File: src/rtl/rb_arb_pkg.sv
// rtl/rb_arb_pkg.sv - shared constants and state type for the ring-buffer write arbiter
package rb_arb_pkg;

    localparam int NREQ  = 4;
    localparam int DW    = 8;
    localparam int SEL_W = 2;

    // Requester 0 gets top priority out of reset because the search starts at last_sel+1
    localparam logic [SEL_W-1:0] RST_LAST_SEL = 2'd3;

    typedef enum logic {
        IDLE  = 1'b0,
        WRITE = 1'b1
    } wr_state_e;

endpackage

File: src/rtl/rr_pick4.sv
// rtl/rr_pick4.sv - 4-way round-robin pick (fixed priority when RR_ARB_FIXED_PRIO_EN is defined)
module rr_pick4
    import rb_arb_pkg::*;
(
    input  logic [NREQ-1:0]  req,
    input  logic [SEL_W-1:0] last_sel,
    input  logic             block,
    output logic [NREQ-1:0]  ack,
    output logic [SEL_W-1:0] win_sel,
    output logic             any
);

    // Find the first set request in search order; nothing is granted while blocked
    always_comb begin
        logic             found;
        logic [SEL_W-1:0] idx;
        found   = 1'b0;
        idx     = '0;
        ack     = '0;
        win_sel = '0;
        for (int k = 0; k < NREQ; k++) begin
`ifdef RR_ARB_FIXED_PRIO_EN
            idx = SEL_W'(k);
`else
            idx = last_sel + SEL_W'(k + 1);
`endif
            if (!found && req[idx]) begin
                found   = 1'b1;
                win_sel = idx;
            end
        end
        if (found && !block) begin
            ack[win_sel] = 1'b1;
        end
        any = |ack;
    end

`ifdef RR_ARB_FIXED_PRIO_EN
    // last_sel is still tracked by the top level but plays no part in fixed priority
    logic unused_last_sel;
    assign unused_last_sel = ^last_sel;
`endif

endmodule

File: src/rtl/rr_write_arbiter.sv
// rtl/rr_write_arbiter.sv - shares one ring-buffer write port between 4 byte producers; option macro RR_ARB_FIXED_PRIO_EN
module rr_write_arbiter
    import rb_arb_pkg::*;
(
    input  logic                 clk,
    input  logic                 rst,
    input  logic [NREQ-1:0]      req,
    input  logic [NREQ*DW-1:0]   din,
    input  logic                 full,
    output logic [NREQ-1:0]      ack,
    output logic                 wr_en,
    output logic [DW-1:0]        wr_data,
    output logic [SEL_W-1:0]     last_sel
);

    wr_state_e        state;
    wr_state_e        state_next;
    logic [SEL_W-1:0] win_sel;
    logic             any;
    logic [DW-1:0]    sel_byte;

    // Reset counts as a block so a request held across reset is never acked
    rr_pick4 u_pick (
        .req      (req),
        .last_sel (last_sel),
        .block    (full | rst),
        .ack      (ack),
        .win_sel  (win_sel),
        .any      (any)
    );

    // Steer the winning requester's byte toward the write data register
    always_comb begin
        sel_byte = din[DW*win_sel +: DW];
    end

    // State register: WRITE means a byte was registered for the ring buffer last edge
    always_ff @(posedge clk) begin
        if (rst) begin
            state <= IDLE;
        end else begin
            state <= state_next;
        end
    end

    // Next state: one write per granted cycle, no multi-cycle hold
    always_comb begin
        state_next = IDLE;
        if (any) begin
            state_next = WRITE;
        end
    end

    // Output decode: the write strobe is the registered state
    always_comb begin
        wr_en = (state == WRITE);
    end

    // Capture the granted byte and winner; both hold when nothing is granted
    always_ff @(posedge clk) begin
        if (rst) begin
            wr_data  <= '0;
            last_sel <= RST_LAST_SEL;
        end else if (any) begin
            wr_data  <= sel_byte;
            last_sel <= win_sel;
        end
    end

endmodule

File: config.mk
export PLATFORM = sky130hd
export DESIGN_NAME = rr_write_arbiter
export DESIGN_NICKNAME = d
export VERILOG_FILES = /design/src/rtl/rb_arb_pkg.sv /design/src/rtl/rr_pick4.sv /design/src/rtl/rr_write_arbiter.sv
export SDC_FILE = /design/constraint.sdc
export NUM_CORES = 1
export LEC_CHECK = 0
export ABC_AREA = 0
export ABC_CLOCK_PERIOD_IN_PS = 4600
export CAP_MARGIN = 20
export CORE_UTILIZATION = 38
export DETAILED_ROUTE_END_ITERATION = 7
export MAX_ROUTING_LAYER = met4
export PLACE_DENSITY = 0.88
export SETUP_SLACK_MARGIN = 0.4
export SLEW_MARGIN = 20
export SYNTH_ARGS = -nofsm -noshare
export SYNTH_HDL_FRONTEND = slang
export SYNTH_SLANG_ARGS = --single-unit
File: constraint.sdc
create_clock -name clk -period 4.6 [get_ports clk]
set_clock_uncertainty 0.05 [all_clocks]
set_input_delay 0.92 -clock clk [delete_from_list [all_inputs] [get_ports clk]]
set_output_delay 0.92 -clock clk [all_outputs]
set_load 0.1 [all_outputs]
==> summary.md, run 1 <==
| Metric | Value |
|---|---|
| Area delta synth->final | `75.2%` |
| Io pins | `between 50 and 60` |
| CTS HTree Levels | `1` |
| Maximum clock insertion buffer count | `2` |
| Max rail drop VDD | `0.174 mV` |
| Syn Inst Count | `84` |
| Clock-pin slew on the worst setup and hold paths | `roughly 70 ps` |
| Setup Buffers After CTS | `0` |
| Vias per cell | `4.98` |
| Slew @ Worst Pin | `986 ps` |
| Port buffer count | `53` |
| Cell Rows | `16` |
| Final setup fails | `0` |
| Number of antenna violations at the first check in global routing | `0` |
| Global-route usage over all layers | `0.188` |
| Synthesized area per cell | `around 9.7 um^2` |
| Setup tns final | `0 ps` |
| Period utilization | `0.834` |
| Worst Hold Depth | `2` |
| Leak pwr | `0.562 nW` |
| CP max FO | `13` |
| FILL cells | `approximately 140` |
| DRC viols | `0` |
| Utilization after layout | `0.718` |
| First-pass GRT wire length | `~3 mm` |
| Synth cell types | `28` |
| Pwr Density | `300 nW/um^2` |
| Status | `finished clean` |
| CTS tree | `built` |
| Worst skew pair latency | `260 ps` |
| HP Class | `reg -> reg` |
| Die H | `48.2 um` |
| Share of post-route cells with drive strength above 1 | `0.190` |
| Hpwl dp | `about 1.7 mm` |
| DRT Pass-1 Iters | `4` |
| # diodes | `0` |
| Setup WS post-layout | `763 ps` |
| Yosys reg bits | `11` |
| Routed WL per cell | `12.9 um` |
| Initial Util | `0.410` |
| Pin count of the biggest net entering global routing | `16` |
| Final Max Tran Viols | `0` |
| Routed Antenna Nets | `0` |
| Peak Freq | `261 MHz` |
| Hold buffers post-CTS | `0` |
| Number of buffers created by CTS | `3` |
| Arr. time, crit path | `between 2000 and 3000 ps` |
| Cell Area, Synth | `812 um^2` |
| DRT iter0 DRCs | `6` |
| Most common cell after layout, fill and taps aside | `clkdlybuf4s50_1` |
| Synthesized Nets | `123` |
| Sequential fraction of the synthesis area | `0.271` |
| Core Region | `1980 um^2` |
| RSZ-0062 raised after global routing | `no` |
| Post-Place Setup Slack | `773 ps` |
| Sequential standard cell area | `220 um^2` |
| Resized cells post-CTS | `0` |
| Vias in the first global route | `782` |
| Min Tclk post-route | `approximately 3800 ps` |
| Grt ovf | `0` |
| Relative slew slack | `0.340` |
| Drt total wl | `between 2 and 2.5 mm` |
| Crit Path Category | `in -> out` |
| DR vias | `just over 800` |
| Footprint of the multi-input gates | `~550 um^2` |
| Clk root buf | `clkbuf_4` |
| Worst-case reg-to-reg path depth | `5` |
| Hold Vio Cnt, Final | `0` |
| Crit path launch type | `input port` |
| Setup crit end kind | `output pin` |
| Net count, final | `177` |
| Design Power | `0.426 mW` |
| Total clock sinks | `11` |
| CP Data Required Time | `between 3000 and 4000 ps` |
| Die area | `2330 um^2` |
| Most frequent cells in the layout | `clkdlybuf4s50_1, mux2i_1, dfxtp_1, nand3b_1` |
| Ys Warns | `0` |
| Die width | `48.2 um` |
| RD Place Congestion | `0.761` |
| Number of max-cap violations | `0` |
[area by class of cell]
class                           count  area share
Inverter                            2     0.00528
Tap cell                           27      0.0237
Clock buffer                        4      0.0185
Multi-Input combinational cell     65       0.386
Timing Repair Buffer               55       0.412
Sequential cell                    11       0.155
[final timing paths]
kind,start,endpoint,slack (ps)
max,req[1],ack[3],760
min,wr_data[1],wr_data[1],440
max reg2reg,last_sel[0],wr_data[0],2700
min reg2reg,wr_data[1],wr_data[1],440
[stage by stage]
step | area, um^2 | hold slack, ps | std cells
3_3_place_gp | 1400 | 423 | 160
5_1_grt | 1420 | 465 | 164
3_5_place_dp | 1400 | 429 | 160
6_report | 1420 | 438 | 164
2_1_floorplan | 817 | 898 | 84
4_1_cts | 1420 | 442 | 164
[worst max-delay path: stages]
cell and delay [ps]:
clkdlybuf4s50_1 570, or2b_1 260, a21oi_1 130, a211o_1 480
nor2b_1 300, buf_12 210
[routing by layer]
| metal | share of wire | global-route usage |
|---|---|---|
| met3 | 0.049 | 0.0222 |
| met1 | 0.38 | 0.183 |
| met5 | 0 | - |
| met2 | 0.56 | 0.352 |
| met4 | 0.0066 | 0.111 |
[where the power goes]
group	total, mW	switching, mW	internal (mW)
clock	0.0653	0.0318	0.0335
combinational	0.247	0.147	0.0997
sequential	0.114	0.00762	0.106
total	0.426	0.187	0.240
[Yosys cell counts]
master	instances	area share
nor3b_1	1	0.0092
or2b_1	1	0.0092
buf_12	1	0.025
buf_6	1	0.014
mux2i_1	16	0.20
mux2_4	5	0.092
or3_1	1	0.0077
buf_2	1	0.0062
and2_1	1	0.0077
nor4_1	1	0.0077
o21ai_1	1	0.0062
nor3_1	2	0.012
o21a_1	1	0.0092
o21ai_0	1	0.0062
mux2_2	3	0.042
clkbuf_1	2	0.0092
nand2_1	1	0.0046
buf_1	1	0.0046
o21ai_2	7	0.076
nor2b_1	1	0.0077
nand3b_1	8	0.074
dfxtp_1	11	0.27
nor2_1	7	0.032
a211oi_2	1	0.015
inv_1	2	0.0092
nand2b_1	2	0.015
a211o_1	1	0.011
a21oi_1	3	0.018
[cells by family after synthesis]
logic type | after synthesis | share of synthesized area
mux | 24 | 0.331
flops | 11 | 0.271
buf+inv | 8 | 0.0678
compound gates | 15 | 0.142
simple gates | 26 | 0.188
[registers in the layout, indices dropped and copies added, names as in the netlist]
register and cells:
last_sel 2, wr_data 8, wr_en 1
Power figures use the tool's default switching activity.
==> run 2, diff against run 1 <==
--- a/config.mk
+++ b/config.mk
@@ -6,12 +6,12 @@
 export NUM_CORES = 1
 export LEC_CHECK = 0
 export ABC_AREA = 0
-export ABC_CLOCK_PERIOD_IN_PS = 4600
+export ABC_CLOCK_PERIOD_IN_PS = 3600
 export CAP_MARGIN = 20
-export CORE_UTILIZATION = 38
+export CORE_UTILIZATION = 35
 export DETAILED_ROUTE_END_ITERATION = 7
 export MAX_ROUTING_LAYER = met4
-export PLACE_DENSITY = 0.88
+export PLACE_DENSITY = 0.82
 export SETUP_SLACK_MARGIN = 0.4
 export SLEW_MARGIN = 20
 export SYNTH_ARGS = -nofsm -noshare
==> constraint.sdc (replaced) <==
create_clock -name clk -period 3.6 [get_ports clk]
set_clock_uncertainty 0.05 [all_clocks]
set_input_delay 0.72 -clock clk [delete_from_list [all_inputs] [get_ports clk]]
set_output_delay 0.72 -clock clk [all_outputs]
set_load 0.1 [all_outputs]
==> run 2 against run 1 <==
  * Combinational power is 33% higher
  * Setup slack got worse by 290 ps
  * Core utilization down 3.5 points
  * Via count rose by 5.6%
  * Global-route usage rose by 2.1 points
  * Largest power group unchanged
  * Critical path depth up 1
  * Hold slack hardly changed
==> summary.md, run 2 (synthesized netlist as in run 1, its figures left out) <==
| Metric | Value |
|---|---|
| Io pins | `54 (unchanged)` |
| Worst skew pair latency | `270 ps (about the same)` |
| Grt ovf | `0 (unchanged)` |
| CTS HTree Levels | `1 (unchanged)` |
| Most common cell after layout, fill and taps aside | `clkdlybuf4s50_1` |
| Max FFs per register | `8 (unchanged)` |
| Leak pwr | `0.612 nW (+8.8%)` |
| RSZ-0062 raised after global routing | `no` |
| Number of buffers created by CTS | `3 (unchanged)` |
| DR vias | `863 (+5.6%)` |
| Core Region | `2190 um^2 (+11%)` |
| Global-route usage over all layers | `0.209 (+0.0208)` |
| Cell Rows | `17 (+1)` |
| Sw Ratio | `0.441 (+0.00367)` |
| CP max FO | `10 (-3)` |
| Most frequent cells in the layout | `clkdlybuf4s50_1, mux2i_1, dfxtp_1, nand3b_1` |
| Clock-pin slew on the worst setup and hold paths | `70 ps (about the same)` |
| Gate power share | `0.585 (+0.006)` |
| HP Class | `reg -> reg` |
| Die area | `2520 um^2 (+8.2%)` |
| CP Data Required Time | `2830 ps (-800 ps)` |
| Slowest stage delay, CP | `530 ps (-40 ps)` |
| Max rail drop VDD | `0.306 mV (+75%)` |
| Setup tns final | `0 ps (unchanged)` |
| Final Max Tran Viols | `0 (unchanged)` |
| Reg power frac | `0.261 (-0.007)` |
| Relative slew slack | `0.312 (-0.0288)` |
| Number of antenna violations at the first check in global routing | `0 (unchanged)` |
| Register with the most flip-flops | `wr_data` |
| Share of post-route cells with drive strength above 1 | `0.268 (+0.0778)` |
| Drt total wl | `2.31 mm (+8.7%)` |
| Worst Hold Depth | `2 (unchanged)` |
| Period utilization | `0.869` |
| Pwr Density | `376 nW/um^2 (+26%)` |
| Status | `finished clean` |
| Min Tclk post-route | `3130 ps` |
| Hold buffers post-CTS | `0 (unchanged)` |
| Routed WL per cell | `13.6 um (+4.9%)` |
| Clk root buf | `clkbuf_4` |
| Total clock sinks | `11 (unchanged)` |
| Maximum clock insertion buffer count | `2 (unchanged)` |
| Vias per cell | `5.08 (+1.9%)` |
| DRT Pass-1 Iters | `2 (-2)` |
| Die H | `50.2 um (+4.0%)` |
| Hold Vio Cnt, Final | `0 (unchanged)` |
| Setup crit end kind | `output pin` |
| Initial Util | `0.371 (-0.0391)` |
| Vias in the first global route | `950 (+21%)` |
| Cell Chain, Critical Path | `clkdlybuf4s50_1 -> nand2b_1 -> a21oi_1 -> a211o_4 -> buf_4 -> nor2_2 -> buf_12` |
| Utilization after layout | `0.682 (-0.0353)` |
| Port buffer count | `53 (unchanged)` |
| DRT iter0 DRCs | `1 (-5)` |
| RD Place Congestion | `0.798 (+4.9%)` |
| # diodes | `0 (unchanged)` |
| Peak Freq | `320 MHz` |
| Routed Antenna Nets | `0 (unchanged)` |
| Arr. time, crit path | `2360 ps (-510 ps)` |
| Switch Pwr | `0.248 mW (+33%)` |
| Int Power | `0.314 mW (+31%)` |
| Slew @ Worst Pin | `1030 ps (+43.0 ps)` |
| Hold Crit Start | `wr_data[7]` |
| Reg2Reg Setup Slack | `1840 ps (-860 ps)` |
| Critical R2R Capture | `wr_data[5]` |
| Crit path launch type | `input port` |
| CP max stage cell | `clkdlybuf4s50_1` |
| Die width | `50.2 um (+4.0%)` |
| Number of max-cap violations | `0 (unchanged)` |
| CTS tree | `built` |
| Net count, final | `182 (+2.8%)` |
| Worst Hold Endpoint | `wr_data[7]` |
| First-pass GRT wire length | `3.87 mm (+29%)` |
| Hpwl dp | `1.82 mm (+9.8%)` |
| DRC viols | `0 (unchanged)` |
| Clock power frac | `0.153 (about the same)` |
| Area delta synth->final | `84.1%` |
| Final setup fails | `0 (unchanged)` |
| Crit Path Category | `in -> out` |
| Worst flop-to-flop path startpoint | `last_sel[0]` |
| Worst-case reg-to-reg path depth | `6 (+1)` |
| Pin count of the biggest net entering global routing | `11 (-5)` |
==> run 2: cell count changes in the layout (fill, tap and decap cells not counted), moves of 2 or more <==
cell / before / now
buf_4: 2 / 7
clkdlybuf4s50_1: 49 / 47
dfxtp_1: 11 / 9
dfxtp_2: 0 / 2
dlymetal6s2s_1: 0 / 2
==> run 2: critical path: cells and delay by family <==
kind,cells,cell delay (ps)
simple gates,2,300
compound gates,2,440
buf+inv,3,910
==> run 2: what timing repair did <==
action / 4_1_cts / 5_1_grt
endpoints found under the setup margin: 4 / 3
gates resized for setup: 2 / 3
setup buffers: 0 / 1
pin swaps: 1 / 1
==> run 2: worst max-delay path by stage <==
stage	cells past startpoint	endpoint	start	slack (ps)
2_1_floorplan	5	ack[3]	req[1]	480
4_1_cts	7	ack[2]	req[3]	400
5_1_grt	7	ack[2]	req[2]	420
3_3_place_gp	7	ack[2]	req[3]	350
3_5_place_dp	7	ack[2]	req[3]	310
6_report	7	ack[2]	req[2]	470
==> run 2: routing by layer <==
layer	track usage	wire length (um)	up-vias
met5	-	0	-
met4	0.110	95	0
met3	0.0182	110	10
met2	0.407	1250	38
met1	0.200	848	395
li1	-	-	420
==> run 2: layout make-up <==
type | count | area (um^2)
Tap cell | 28 | 35.0
Sequential cell | 11 | 223
Clock buffer | 3 | 22.5
Multi-Input combinational cell | 65 | 574
Clock inverter | 1 | 5.00
Timing Repair Buffer | 60 | 628
Fill cell | 168 | 696
Inverter | 2 | 7.51
==> run 2: power by group through the flow <==
stage / combinational, mW / sequential (mW) / clock, mW
after floorplan: 0.128 / 0.250 / 0
after global placement: 0.321 / 0.148 / 0
after detailed placement: 0.326 / 0.149 / 0
after CTS: 0.328 / 0.146 / 0.0882
after global routing: 0.345 / 0.149 / 0.0987
final: 0.329 / 0.147 / 0.0862
==> run 2: through the flow <==
stage | instances | total power [mW] | setup WS [ps] | area [um^2] | hold WS, ps
final | 170 | 0.562 | 471 | 1500 | 438
after global routing | 170 | 0.592 | 418 | 1500 | 470
after CTS | 169 | 0.562 | 404 | 1480 | 438
after floorplan | 84 | 0.378 | 478 | 831 | 692
after global placement | 165 | 0.470 | 349 | 1440 | 422
after detailed placement | 165 | 0.474 | 310 | 1440 | 427
